## src/rtl/sync_fifo_pkg.sv

```systemverilog
// Shared defaults, helpers and types for the single-clock FIFO.
package sync_fifo_pkg;

    localparam int DEF_DW       = 8;
    localparam int DEF_AW       = 4;
    localparam int DEF_AE_LEVEL = 4;
    localparam int DEF_FWFT     = 0;

    // Fill level / pointer type for the default geometry (one extra wrap bit).
    typedef logic [DEF_AW:0] level_t;

    // Number of address bits needed to index 'value' entries.
    function automatic int clog2_int(input int value);
        int result;
        int span;
        result = 0;
        span   = 1;
        while (span < value) begin
            span   = span << 1;
            result = result + 1;
        end
        return result;
    endfunction

    // Number of words held by a FIFO with 'aw' address bits.
    function automatic int depth_of(input int aw);
        return 1 << aw;
    endfunction

endpackage

```

## src/rtl/sync_fifo_ram_sp.sv

```systemverilog
// Storage array for sync_fifo_fwft: one write port, one read port with a
// registered output. The read port returns the pre-write contents when the
// same address is written in the same cycle (read-first).
import sync_fifo_pkg::*;

module fifo_ram_sp #(
    parameter int DW = DEF_DW,
    parameter int AW = DEF_AW
) (
    input  logic          clk,
    input  logic          rst,
    input  logic          wr_en,
    input  logic [AW-1:0] wr_addr,
    input  logic [DW-1:0] wr_data,
    input  logic          rd_en,
    input  logic [AW-1:0] rd_addr,
    output logic [DW-1:0] rd_data
);

    localparam int DEPTH = depth_of(AW);

    logic [DW-1:0] mem [DEPTH];

    // Write port; the array itself is never reset.
    always_ff @(posedge clk) begin
        if (wr_en) begin
            mem[wr_addr] <= wr_data;
        end
    end

    // Registered read port; only the output register is cleared by reset.
    always_ff @(posedge clk) begin
        if (rst) begin
            rd_data <= '0;
        end else if (rd_en) begin
            rd_data <= mem[rd_addr];
        end
    end

endmodule

```

## src/rtl/sync_fifo_fwft.sv

```systemverilog
// Single-clock FIFO with programmable almost-full/almost-empty thresholds,
// exact fill level, optional first-word-fall-through, flush and sticky
// overflow/underflow flags. In FWFT mode the RAM output register doubles as
// the prefetch register: a separate fetch pointer runs at most one word ahead
// of the consumer pointer, and that prefetched word still counts in o_level.
import sync_fifo_pkg::*;

module sync_fifo_fwft #(
    parameter int DW       = DEF_DW,
    parameter int AW       = DEF_AW,
    parameter int AF_LEVEL = depth_of(AW) - 4,
    parameter int AE_LEVEL = DEF_AE_LEVEL,
    parameter int FWFT     = DEF_FWFT
) (
    input  logic          clk,
    input  logic          rst,
    input  logic          w_en,
    input  logic [DW-1:0] i_dat,
    output logic          w_full,
    output logic          w_almost_full,
    input  logic          r_en,
    output logic [DW-1:0] o_dat,
    output logic          r_empty,
    output logic          r_almost_empty,
    output logic [AW:0]   o_level,
    input  logic          i_flush,
    input  logic          i_clr_err,
    output logic          o_overflow,
    output logic          o_underflow
);

    localparam int          DEPTH   = depth_of(AW);
    localparam logic [AW:0] DEPTH_L = (AW+1)'(DEPTH);
    localparam logic [AW:0] AF_L    = (AW+1)'(AF_LEVEL);
    localparam logic [AW:0] AE_L    = (AW+1)'(AE_LEVEL);
    localparam logic [AW:0] ONE     = (AW+1)'(1);
    localparam bit          IS_FWFT = (FWFT != 0);

    // Pointers carry one wrap bit so full and empty are distinguishable.
    logic [AW:0] wptr;
    logic [AW:0] rptr;
    logic [AW:0] fptr;
    logic        head_valid;

    logic [AW:0] wptr_nx;
    logic [AW:0] rptr_nx;
    logic [AW:0] fptr_nx;
    logic [AW:0] level_nx;
    logic        head_valid_nx;
    logic        empty_nx;
    logic        ovf_nx;
    logic        unf_nx;

    logic        rd_acc;
    logic        wr_acc;
    logic        fetch;
    logic        ovf_set;
    logic        unf_set;

    logic          ram_rd_en;
    logic [AW-1:0] ram_rd_addr;
    logic [DW-1:0] ram_rd_data;

    // Accept decisions, next pointer/level/flag values and RAM read control.
    always_comb begin
        rd_acc  = r_en && !r_empty && !i_flush;
        wr_acc  = w_en && (!w_full || rd_acc) && !i_flush;
        ovf_set = w_en && w_full && !rd_acc && !i_flush;
        unf_set = r_en && r_empty && !i_flush;

        // Prefetch whenever the head slot is free or being consumed and the
        // RAM holds a word that has not yet been fetched.
        fetch = IS_FWFT && !i_flush && (wptr != fptr) && (!head_valid || rd_acc);

        wptr_nx       = wptr;
        rptr_nx       = rptr;
        fptr_nx       = fptr;
        head_valid_nx = head_valid;

        if (i_flush) begin
            wptr_nx       = '0;
            rptr_nx       = '0;
            fptr_nx       = '0;
            head_valid_nx = 1'b0;
        end else begin
            if (wr_acc) begin
                wptr_nx = wptr + ONE;
            end
            if (rd_acc) begin
                rptr_nx = rptr + ONE;
            end
            if (fetch) begin
                fptr_nx       = fptr + ONE;
                head_valid_nx = 1'b1;
            end else if (rd_acc) begin
                head_valid_nx = 1'b0;
            end
        end

        level_nx = wptr_nx - rptr_nx;

        if (IS_FWFT) begin
            empty_nx = !head_valid_nx;
        end else begin
            empty_nx = (level_nx == '0);
        end

        // A set in the same cycle as a clear leaves the flag set.
        ovf_nx = o_overflow;
        if (ovf_set) begin
            ovf_nx = 1'b1;
        end else if (i_clr_err) begin
            ovf_nx = 1'b0;
        end

        unf_nx = o_underflow;
        if (unf_set) begin
            unf_nx = 1'b1;
        end else if (i_clr_err) begin
            unf_nx = 1'b0;
        end

        if (IS_FWFT) begin
            ram_rd_en   = fetch;
            ram_rd_addr = fptr[AW-1:0];
        end else begin
            ram_rd_en   = rd_acc;
            ram_rd_addr = rptr[AW-1:0];
        end
    end

    // Pointer, prefetch and registered status state.
    always_ff @(posedge clk) begin
        if (rst) begin
            wptr           <= '0;
            rptr           <= '0;
            fptr           <= '0;
            head_valid     <= 1'b0;
            o_level        <= '0;
            r_empty        <= 1'b1;
            w_full         <= 1'b0;
            r_almost_empty <= 1'b1;
            w_almost_full  <= 1'b0;
            o_overflow     <= 1'b0;
            o_underflow    <= 1'b0;
        end else begin
            wptr           <= wptr_nx;
            rptr           <= rptr_nx;
            fptr           <= fptr_nx;
            head_valid     <= head_valid_nx;
            o_level        <= level_nx;
            r_empty        <= empty_nx;
            w_full         <= (level_nx == DEPTH_L);
            r_almost_empty <= (level_nx <= AE_L);
            w_almost_full  <= (level_nx >= AF_L);
            o_overflow     <= ovf_nx;
            o_underflow    <= unf_nx;
        end
    end

    fifo_ram_sp #(
        .DW (DW),
        .AW (AW)
    ) u_ram (
        .clk     (clk),
        .rst     (rst),
        .wr_en   (wr_acc),
        .wr_addr (wptr[AW-1:0]),
        .wr_data (i_dat),
        .rd_en   (ram_rd_en),
        .rd_addr (ram_rd_addr),
        .rd_data (ram_rd_data)
    );

    assign o_dat = ram_rd_data;

endmodule
```

## config.mk

```make
export PLATFORM = sky130hd
export DESIGN_NAME = sync_fifo_fwft
export DESIGN_NICKNAME = d
export VERILOG_FILES = /design/src/rtl/sync_fifo_pkg.sv /design/src/rtl/sync_fifo_ram_sp.sv /design/src/rtl/sync_fifo_fwft.sv
export SDC_FILE = /design/constraint.sdc
export NUM_CORES = 1
export LEC_CHECK = 0
export BUFFER_PORTS_ARGS = -buffer_cell sky130_fd_sc_hd__buf_2
export CORE_MARGIN = 1
export CORE_UTILIZATION = 45
export DETAILED_ROUTE_END_ITERATION = 8
export GPL_ROUTABILITY_DRIVEN = 0
export GPL_TIMING_DRIVEN = 0
export PLACE_DENSITY = 0.74
export SYNTH_ARGS = -nofsm -noshare
export SYNTH_HDL_FRONTEND = slang
export SYNTH_HIERARCHICAL = 1
export SYNTH_SLANG_ARGS = --single-unit
```

## constraint.sdc

```tcl
create_clock -name clk -period 3.1 [get_ports clk]
set_input_delay 0.465 -clock clk [delete_from_list [all_inputs] [get_ports clk]]
set_output_delay 0.465 -clock clk [all_outputs]
set_load 0.1 [all_outputs]
```

==> out/metrics.yaml <==
global_routing:
  grt_antenna_before_repair: 0
  grt_pass1_vias: 3876
  grt_pass1_wl_mm: 20.9
  grt-ovfl-total: 0
  grt_max_degree: 17
  track_usage_pct: 19.6
timing:
  timing.fmax_mhz: 345
  drv_slew: 0
  finClkSkew_ns: 0.0121
  fin_crit_ns: 2.90
  rsz0062_at_grt: "false"
  min_period_over_period_pct: 93.6
  hold_viol: 0
  setup_viol_count_final: 0
  whs_ns: 0.323
  worst_pin_slew_ns: 1.28
  slew_headroom_pct: 13.9
critical_path:
  r2r-end: "r_almost_empty"
  critical_path_class: "reg -> reg"
  critical_path.endpoint_type: "flip-flop"
  arrival_ns: 3.21
  reg2reg_slack_ns: 0.20
  worstPathRequired_ns: 3.41
  cp-start-kind: "flip-flop"
  rr_startpoint: "r_empty"
  worst_r2r_path_depth: 14
  crit_path_max_fanout: 5
clock_network:
  clock-sinks: 157
  htreeDepth: 4
  ctsHoldBuffers: 0
  clk_pin_slew_ns: 0.06
  cts_inserted_buffers: 17
  worst_skew_pair.late_latency_ns: 0.42
  cts.path.max_buffers: 2
  cts_tree: "built"
  root_buffer: "clkbuf_16"
synthesis:
  synthDistinctLibCells: 42
  synth.area.top_cells: "edfxtp_1, mux2i_1, dfxtp_1, a22oi_1, nand3_1"
  synth_edf_count: 128
  avgSynthCellArea_um2: 14.8
  synth_ff_type: "edfxtp_1"
  synth_area_um2: 6450
  ys_seq_area_share_pct: 68.6
  yosysTopAreaCellShare_pct: 59.6
  synth_nets: 458
  ys_seq_elements: 157
  synth_cells: 437
  async_flop_share_pct: 0
  yosysTopAreaCell: "edfxtp_1"
  ys_warn_count: 6
floorplan:
  num_rows: 43
  fp.dieArea_um2: 14800
  initial_core_util_pct: 46.3
  core_area_um2: 13900
  io_pins: 33
  die_w_um: 122
  die_y_um: 122
drt:
  dr.pass1.iters: 7
  viasPerCell: 5.59
  drtIter0Drc: 292
  top_layer: "met4"
  wire_per_inst_um: 19.3
  met2_length_mm: 6.41
  drt-total-wl_mm: 13.2
  antenna_left: 0
  drc: 0
  num_vias: 3810
  wl_met1_mm: 5.64
  wl_met3_um: 907
power:
  peakVddDrop_v: 0.000388
  p_leak_nw: 2.52
  powerDensity_nw_per_um2: 631
finish:
  layout.nets: 510
  diodes: 0
  mostFrequentLayoutCells: "edfxtp_1, mux2i_1, buf_2, nor2_1"
  nFillCells: 1097
  finalCoreUtilization_pct: 53.6
  layout-drive-gt1-share_pct: 17.7
  fin_area_um2: 7470
  syn2layout_area_growth_pct: 15.8
  mostFrequentLayoutCell: "edfxtp_1"
hold_path:
  min_from: "i_clr_err"
  hold_path_end: "o_overflow"
  hold_depth: 3
  worst_hold_path_type: "in -> reg"
run_status:
  outcome: "finished clean"
place:
  dpl-instance-area_um2: 6840
  dp_hpwl_mm: 8.66
  port_buffers: 32
job:
  max-cap-violations: 0
[area by class of cell]
type | count | area, um2 | area share [%]
Buffer | 18 | 158 | 2.11
Clock buffer | 21 | 440 | 5.90
Clock inverter | 11 | 170 | 2.28
Inverter | 4 | 15.0 | 0.201
Multi-Input combinational cell | 258 | 1870 | 25.0
Sequential cell | 157 | 4430 | 59.3
Tap cell | 180 | 225 | 3.02
Timing Repair Buffer | 33 | 168 | 2.24
[metrics by stage]
stage	setup TNS [ns]	total power, mW	std cells	worst slack [ns]
6_report	0	4.72	682	0.199
5_1_grt	0	4.85	682	0.00107
4_1_cts	0	4.74	681	0.146
3_5_place_dp	-3.81	2.62	649	-0.328
3_3_place_gp	-2.22	2.61	649	-0.263
2_1_floorplan	0	2.54	437	0.124
[power by group]
part           switching, mW  total, mW  internal [mW]
clock                  0.790       2.14           1.35
combinational          0.204      0.260         0.0559
sequential            0.0145       2.32           2.30
total                   1.01       4.72           3.71
[critical path, stage by stage, from the launching register on]
cell and delay [ns]:
dfxtp_2 0.33, or3b_4 0.41, nand2_1 0.10, nand2_1 0.12
mux2i_1 0.13, or2_2 0.33, inv_1 0.07, ha_1 0.22
nor2b_1 0.13, o21ai_0 0.14, nand2b_1 0.14, xor2_2 0.18
o21ai_0 0.11, a31o_2 0.21, a21o_1 0.17
[cell usage after synthesis, types with 2 or more instances]
cell / number
a21o_1: 2
nand3_1: 27
nor2b_1: 3
dfxtp_1: 29
or2_2: 3
mux2i_1: 66
nand3b_1: 4
buf_2: 7
a22oi_1: 24
nor2_1: 31
buf_6: 2
buf_12: 2
nand2_1: 21
clkbuf_1: 4
buf_8: 3
a21oi_1: 14
xnor2_1: 6
o21ai_0: 3
edfxtp_1: 128
nand4b_1: 3
nor3_1: 11
inv_1: 4
ha_1: 6
nand2b_1: 8
nand4_1: 2
xor2_1: 8
[layer usage]
metal / vias up / GRT usage, %
met1: 1873 / 25.7
li1: 1755 / -
met3: 16 / 5.24
met5: - / 0
met2: 166 / 31.0
met4: 0 / 7.18
[state kept, by name, summed over array words and instances, names as in the netlist]
register and cells:
u_ram/mem 128, u_ram/rd_data 8, o_level 5, rptr 5, wptr 5, o_overflow 1, o_underflow 1, r_almost_empty 1
r_empty 1, w_almost_full 1, w_full 1
[timing repair]
| item | 4_1_cts | 5_1_grt |
|---|---|---|
| endpoints found under the setup margin | 8 | 1 |
| gates resized for setup | 1 | 1 |
| buffers inserted | 0 | 1 |
[logic make-up after synthesis]
family | Yosys count | synth area share [%]
adders and majority gates | 7 | 1.47
and+or+nand+nor | 121 | 9.56
buffers and inverters | 22 | 2.68
DFF | 157 | 68.6
AOI/OAI and AO/OA | 48 | 5.08
xor gates and xnor gates | 15 | 2.15
muxes | 67 | 10.5
[how the worst max path moves through the flow]
| stage | from | to | slack (ns) | cells after the start |
|---|---|---|---|---|
| 2_1_floorplan | r_empty | r_almost_empty | 0.12 | 14 |
| 3_3_place_gp | i_flush | u_ram/mem[0][2] | -0.26 | 7 |
| 3_5_place_dp | i_flush | u_ram/mem[0][2] | -0.33 | 7 |
| 4_1_cts | r_empty | r_almost_empty | 0.15 | 14 |
| 5_1_grt | r_empty | r_almost_empty | 0.001 | 14 |
| 6_report | r_empty | r_almost_empty | 0.20 | 14 |
Power figures use the tool's default switching activity.
